===== src/rtl/sub_bytes_iter.sv =====
`default_nettype none
// ============================================================================
// Module      : sub_bytes_iter
// Description : Iterative AES SubBytes / InvSubBytes engine, LANES bytes per
//               clock through shared S-box lanes, valid/ready on both sides.
//               Optional macro SUBBYTES_ABORT_EN adds an abort input.
// Revision    : 1.0 - initial release
// ============================================================================
module sub_bytes_iter #(
    parameter int LANES = 4,
    parameter int CNT_W = (LANES >= 16) ? 1 : $clog2(16 / LANES)
) (
    input  logic         clk,
    input  logic         rst_n,
    input  logic         in_valid,
    output logic         in_ready,
    input  logic         in_mode,
    input  logic [127:0] in_data,
    output logic         out_valid,
    input  logic         out_ready,
    output logic [127:0] out_data,
`ifdef SUBBYTES_ABORT_EN
    input  logic         abort,
`endif
    output logic         busy
);

    localparam int             c_chunks = 16 / LANES;
    localparam logic [CNT_W-1:0] c_last = CNT_W'(c_chunks - 1);

    if (LANES != 1 && LANES != 2 && LANES != 4 && LANES != 8 && LANES != 16) begin : g_bad_lanes
        $error("sub_bytes_iter: LANES must be 1, 2, 4, 8 or 16");
    end

    typedef enum logic [1:0] {
        S_IDLE = 2'd0,
        S_RUN  = 2'd1,
        S_DONE = 2'd2
    } state_t;

    state_t              r_state;
    logic [CNT_W-1:0]    r_cnt;
    logic                r_mode;
    logic [127:0]        r_work;

    logic [LANES-1:0][7:0] w_lane_in;
    logic [LANES-1:0][7:0] w_lane_out;
    logic [127:0]          w_work_next;
    logic                  w_abort;

`ifdef SUBBYTES_ABORT_EN
    assign w_abort = abort;
`else
    assign w_abort = 1'b0;
`endif

    // GF(2^8) arithmetic modulo x^8+x^4+x^3+x+1
    function automatic logic [7:0] gf_mul(input logic [7:0] a, input logic [7:0] b);
        logic [7:0] acc;
        logic [7:0] x;
        acc = 8'h00;
        x   = a;
        for (int i = 0; i < 8; i++) begin
            if (b[i]) acc = acc ^ x;
            x = {x[6:0], 1'b0} ^ (x[7] ? 8'h1b : 8'h00);
        end
        return acc;
    endfunction

    // a^254 is the multiplicative inverse, and maps 0 to 0 as the S-box requires
    function automatic logic [7:0] gf_inv(input logic [7:0] a);
        logic [7:0] sq;
        logic [7:0] acc;
        sq  = a;
        acc = 8'h01;
        for (int i = 0; i < 7; i++) begin
            sq  = gf_mul(sq, sq);
            acc = gf_mul(acc, sq);
        end
        return acc;
    endfunction

    function automatic logic [7:0] fwd_affine(input logic [7:0] b);
        return b ^ {b[6:0], b[7]} ^ {b[5:0], b[7:6]} ^ {b[4:0], b[7:5]}
                 ^ {b[3:0], b[7:4]} ^ 8'h63;
    endfunction

    function automatic logic [7:0] inv_affine(input logic [7:0] b);
        return {b[6:0], b[7]} ^ {b[4:0], b[7:5]} ^ {b[1:0], b[7:2]} ^ 8'h05;
    endfunction

    // One inversion core shared by both directions; affine stages placed per mode
    function automatic logic [7:0] sbox_lane(input logic [7:0] b, input logic inv);
        logic [7:0] pre;
        logic [7:0] mid;
        pre = inv ? inv_affine(b) : b;
        mid = gf_inv(pre);
        return inv ? mid : fwd_affine(mid);
    endfunction

    always_comb begin
        w_lane_in = '0;
        for (int k = 0; k < 16; k++) begin
            if (CNT_W'(k / LANES) == r_cnt) begin
                w_lane_in[k % LANES] = r_work[127 - 8*k -: 8];
            end
        end
    end

    for (genvar l = 0; l < LANES; l++) begin : g_lane
        assign w_lane_out[l] = sbox_lane(w_lane_in[l], r_mode);
    end

    always_comb begin
        w_work_next = r_work;
        for (int k = 0; k < 16; k++) begin
            if (CNT_W'(k / LANES) == r_cnt) begin
                w_work_next[127 - 8*k -: 8] = w_lane_out[k % LANES];
            end
        end
    end

    always_ff @(posedge clk) begin
        if (!rst_n) begin
            r_state   <= S_IDLE;
            r_cnt     <= '0;
            r_mode    <= 1'b0;
            r_work    <= '0;
            out_data  <= '0;
            out_valid <= 1'b0;
            in_ready  <= 1'b1;
            busy      <= 1'b0;
        end else begin
            case (r_state)
                S_IDLE: begin
                    if (in_valid && in_ready) begin
                        r_work   <= in_data;
                        r_mode   <= in_mode;
                        r_cnt    <= '0;
                        r_state  <= S_RUN;
                        in_ready <= 1'b0;
                        busy     <= 1'b1;
                    end
                end
                S_RUN: begin
                    if (w_abort) begin
                        r_state  <= S_IDLE;
                        r_cnt    <= '0;
                        in_ready <= 1'b1;
                        busy     <= 1'b0;
                    end else begin
                        r_work <= w_work_next;
                        if (r_cnt == c_last) begin
                            r_cnt     <= '0;
                            r_state   <= S_DONE;
                            out_valid <= 1'b1;
                            out_data  <= w_work_next;
                        end else begin
                            r_cnt <= r_cnt + CNT_W'(1);
                        end
                    end
                end
                S_DONE: begin
                    // abort wins over a simultaneous output handshake
                    if (w_abort || out_ready) begin
                        r_state   <= S_IDLE;
                        r_cnt     <= '0;
                        out_valid <= 1'b0;
                        in_ready  <= 1'b1;
                        busy      <= 1'b0;
                    end
                end
                default: begin
                    r_state   <= S_IDLE;
                    r_cnt     <= '0;
                    out_valid <= 1'b0;
                    in_ready  <= 1'b1;
                    busy      <= 1'b0;
                end
            endcase
        end
    end

endmodule
`default_nettype wire


===== config.mk =====
export PLATFORM = sky130hd
export DESIGN_NAME = sub_bytes_iter
export DESIGN_NICKNAME = d
export VERILOG_FILES = /design/src/rtl/sub_bytes_iter.sv
export SDC_FILE = /design/constraint.sdc
export NUM_CORES = 2
export LEC_CHECK = 0
export CORE_MARGIN = 8
export CORE_UTILIZATION = 50
export CTS_BUF_LIST = sky130_fd_sc_hd__clkbuf_8
export DETAILED_ROUTE_END_ITERATION = 8
export PLACE_DENSITY = 0.67
export SLEW_MARGIN = 20
export SYNTH_ARGS = -nofsm -noshare
export SYNTH_HDL_FRONTEND = slang
export SYNTH_SLANG_ARGS = --single-unit

===== constraint.sdc =====
create_clock -name clk -period 41.2 [get_ports clk]
set_clock_uncertainty 0.2 [all_clocks]
set_input_delay 6.18 -clock clk [delete_from_list [all_inputs] [get_ports clk]]
set_output_delay 6.18 -clock clk [all_outputs]
set_load 0.02 [all_outputs]

==> results.py <==
metrics = {
    "outcome": {
        "outcome": "complete, but fails checks",
        "violations": "DRC",
    },
    "sta": {
        "worst_slew_pin_slew_ns": 1.14,
        "min_period_ns": 23.94,
        "grt_setup_unrepaired": "no",
        "hold_viol_final": 0,
        "fmax_mhz": 41.8,
        "fin_setup_tns_ns": 0,
        "whs_ns": 0.250,
        "post-route-period-util_pct": 58.1,
        "setup_violations": 0,
        "slew-limit-headroom_pct": 23.5,
        "slew_viol_final": 0,
    },
    "drt": {
        "totalWireLength_um": 254000,
        "wl_per_cell_um": 21.3,
        "dr.pass1.iters": 9,
        "drc": 1,
        "via_count": 75319,
        "postRouteAntennaNets": 0,
        "drtIter0Drc": 8821,
        "viasPerCell": 6.32,
    },
    "die": {
        "core_area_um2": 147000,
        "die_y_um": 401,
        "die_w_um": 401,
        "start_util_pct": 50.2,
        "design.die.area_um2": 160000,
        "io_pins": 264,
        "rows": 141,
    },
    "worst_setup_path": {
        "required_ns": 41.53,
        "critPathKind": "reg2reg",
        "max_stage_delay_ns": 0.94,
        "cp_max_fo": 59,
        "crit_path_frequent_cell": "xnor2_1",
        "start_kind": "flop",
        "cpMaxStageDelayCell": "a311oi_2",
        "crit_path_end_kind": "flop",
        "crit_arrival_ns": 24.27,
    },
    "clocking": {
        "post_cts_resized": 0,
        "clkSinkCount": 264,
        "cts_hold_buf": 0,
        "clock_latency_ns": 0.63,
        "h-tree-depth": 2,
        "cts_setup_buffers": 0,
        "clk_pin_slew_ns": 0.06,
        "cts_tree": "done",
        "clock_path_buffers": 3,
        "cts_buffers": 45,
        "cts_root_buf": "clkbuf_8",
    },
    "grt": {
        "grt_start_max_net_pins": 90,
        "overflow": 0,
        "grt_pass1_vias": 69555,
        "grt_pass1_wl_um": 398000,
        "antenna_found_initial": 1,
        "track_usage_pct": 29.4,
    },
    "place": {
        "place_inst": 11842,
        "place_congestion": 0.979,
        "port_buffers": 263,
        "place_hpwl_um": 184000,
    },
    "layout": {
        "syn2layout_area_growth_pct": 6.95,
        "mostFrequentLayoutCells": "xnor2_1, nor2_1, nand2_1",
        "fillCellCount": 14241,
        "ff_latch_area_um2": 5290,
        "finalNonFillerCells": 11915,
        "mostFrequentLayoutCell": "xnor2_1",
        "layout-drive-gt1-share_pct": 8.83,
        "layout.nets": 10124,
        "multi_input_area_um2": 65600,
    },
    "synth": {
        "ys_warn_count": 0,
        "synthDistinctLibCells": 135,
        "ys_seq_area_share_pct": 7.15,
        "synth_ff_type": "dfxtp_1",
        "syn_area_um2": 73900,
        "ys_ff_latch": 264,
        "synth_enable_flop_cells": 0,
        "synthCells": 10091,
        "syn_avg_cell_area_um2": 7.33,
        "synth_nets": 10256,
        "async_flop_share_pct": 0,
    },
    "flow_run": {
        "drv_cap": 0,
    },
    "min_path": {
        "hold_path.class": "reg2reg",
    },
}
[final cells by class]
cell class                      instances  share of cell area, %
Sequential cell                       264                   6.69
Tap cell                             1930                   3.05
Inverter                              122                  0.582
Timing Repair Buffer                  511                   5.68
Clock buffer                           53                  0.923
Clock inverter                         18                  0.117
Antenna cell                            2                0.00633
Multi-Input combinational cell       9015                   82.9
[critical path, delay by kind of cell (launching register included)]
family	cells	cell delay (ns)
AO/OA/AOI/OAI	17	5.94
multiplexers	4	1.32
XOR/XNOR	25	9.38
adder cells (fa/ha/maj)	3	1.28
flip-flops	1	0.39
AND/OR/NAND/NOR	14	3.89
buffers and inverters	4	1.31
[sequential cells by signal, indices dropped and copies added, names as in the netlist]
register / flops
out_data: 128
r_state: 2
busy: 1
r_work: 128
out_valid: 1
r_cnt: 2
in_ready: 1
r_mode: 1
[kinds of logic (layout without fill, tap and decap cells)]
kind of cell             after synthesis  after routing  synth area share, %
multiplexers                         303            303                 4.42
adder cells (fa/ha/maj)               33             33                0.555
flip-flops                           264            264                 7.15
XOR/XNOR                            2527           2527                 38.9
AND/OR/NAND/NOR                     3681           3681                 22.0
other                                  0              2                    0
buffers and inverters                812            704                 4.71
AO/OA/AOI/OAI                       2471           2471                 22.2
[per-layer routing]
layer | up-vias | track usage (%) | part of all wire [%]
met4 | 0 | 9.54 | 3.5
met5 | - | 0 | 0
li1 | 35188 | - | -
met2 | 3575 | 48.3 | 46
met3 | 577 | 3.28 | 8.0
met1 | 35979 | 40.3 | 43
[final timing paths]
path / startpoint / slack, ns / endpoint / cells after the start
hold / removal: out_data[93] / 0.25 / out_data[93] / 2
setup / recovery: r_cnt[0] / 17.26 / out_data[24] / 67
hold reg to reg: out_data[93] / 0.25 / out_data[93] / 2
setup reg to reg: r_cnt[0] / 17.26 / out_data[24] / 67
[per-stage QoR]
| step | worst slack (ns) | util [%] | cell area (um2) |
|---|---|---|---|
| after detailed placement | 17.83 | 53.1 | 78200 |
| after global placement | 18.09 | 53.1 | 78200 |
| after floorplan | 22.78 | - | 73900 |
| after CTS | 17.70 | 53.6 | 79000 |
| final | 17.26 | 53.7 | 79100 |
| after global routing | 16.08 | 53.7 | 79100 |
[synth_stat cells, types with 32 or more instances]
master / n / area (um2)
o21ai_1: 82 / 410
nand2_1: 1137 / 4270
a22oi_1: 84 / 631
or3_1: 53 / 332
nand2b_1: 63 / 394
and3_1: 85 / 532
nor3_1: 286 / 1430
o31ai_1: 45 / 338
ha_1: 32 / 400
o221ai_1: 78 / 683
o21ai_0: 439 / 2200
a311oi_1: 33 / 289
nor2_1: 1388 / 5210
nor4_1: 33 / 206
a32oi_1: 37 / 324
xnor2_2: 137 / 2230
a211o_1: 34 / 298
xnor2_1: 1543 / 13500
o211ai_1: 100 / 751
o21a_1: 59 / 443
inv_1: 83 / 312
and2_1: 70 / 438
nand4_1: 47 / 294
mux2_2: 50 / 563
xnor3_1: 280 / 6310
nand3_1: 278 / 1390
buf_4: 36 / 270
a211oi_1: 114 / 856
xor2_1: 433 / 3790
buf_1: 57 / 214
nand3b_1: 41 / 308
a21oi_1: 679 / 3400
a21o_1: 36 / 270
o22ai_1: 125 / 782
or2_2: 37 / 231
dfxtp_1: 264 / 5290
mux2i_1: 234 / 2340
buf_2: 131 / 656
xor3_1: 33 / 785
xor2_2: 47 / 764
nor2b_1: 57 / 357
a221oi_1: 48 / 420
clkbuf_1: 448 / 1680
a31oi_1: 102 / 638
Power is left out: the tool's default activity adds up to more than one toggle a clock period on the data nets, which glitch-free logic cannot reach.
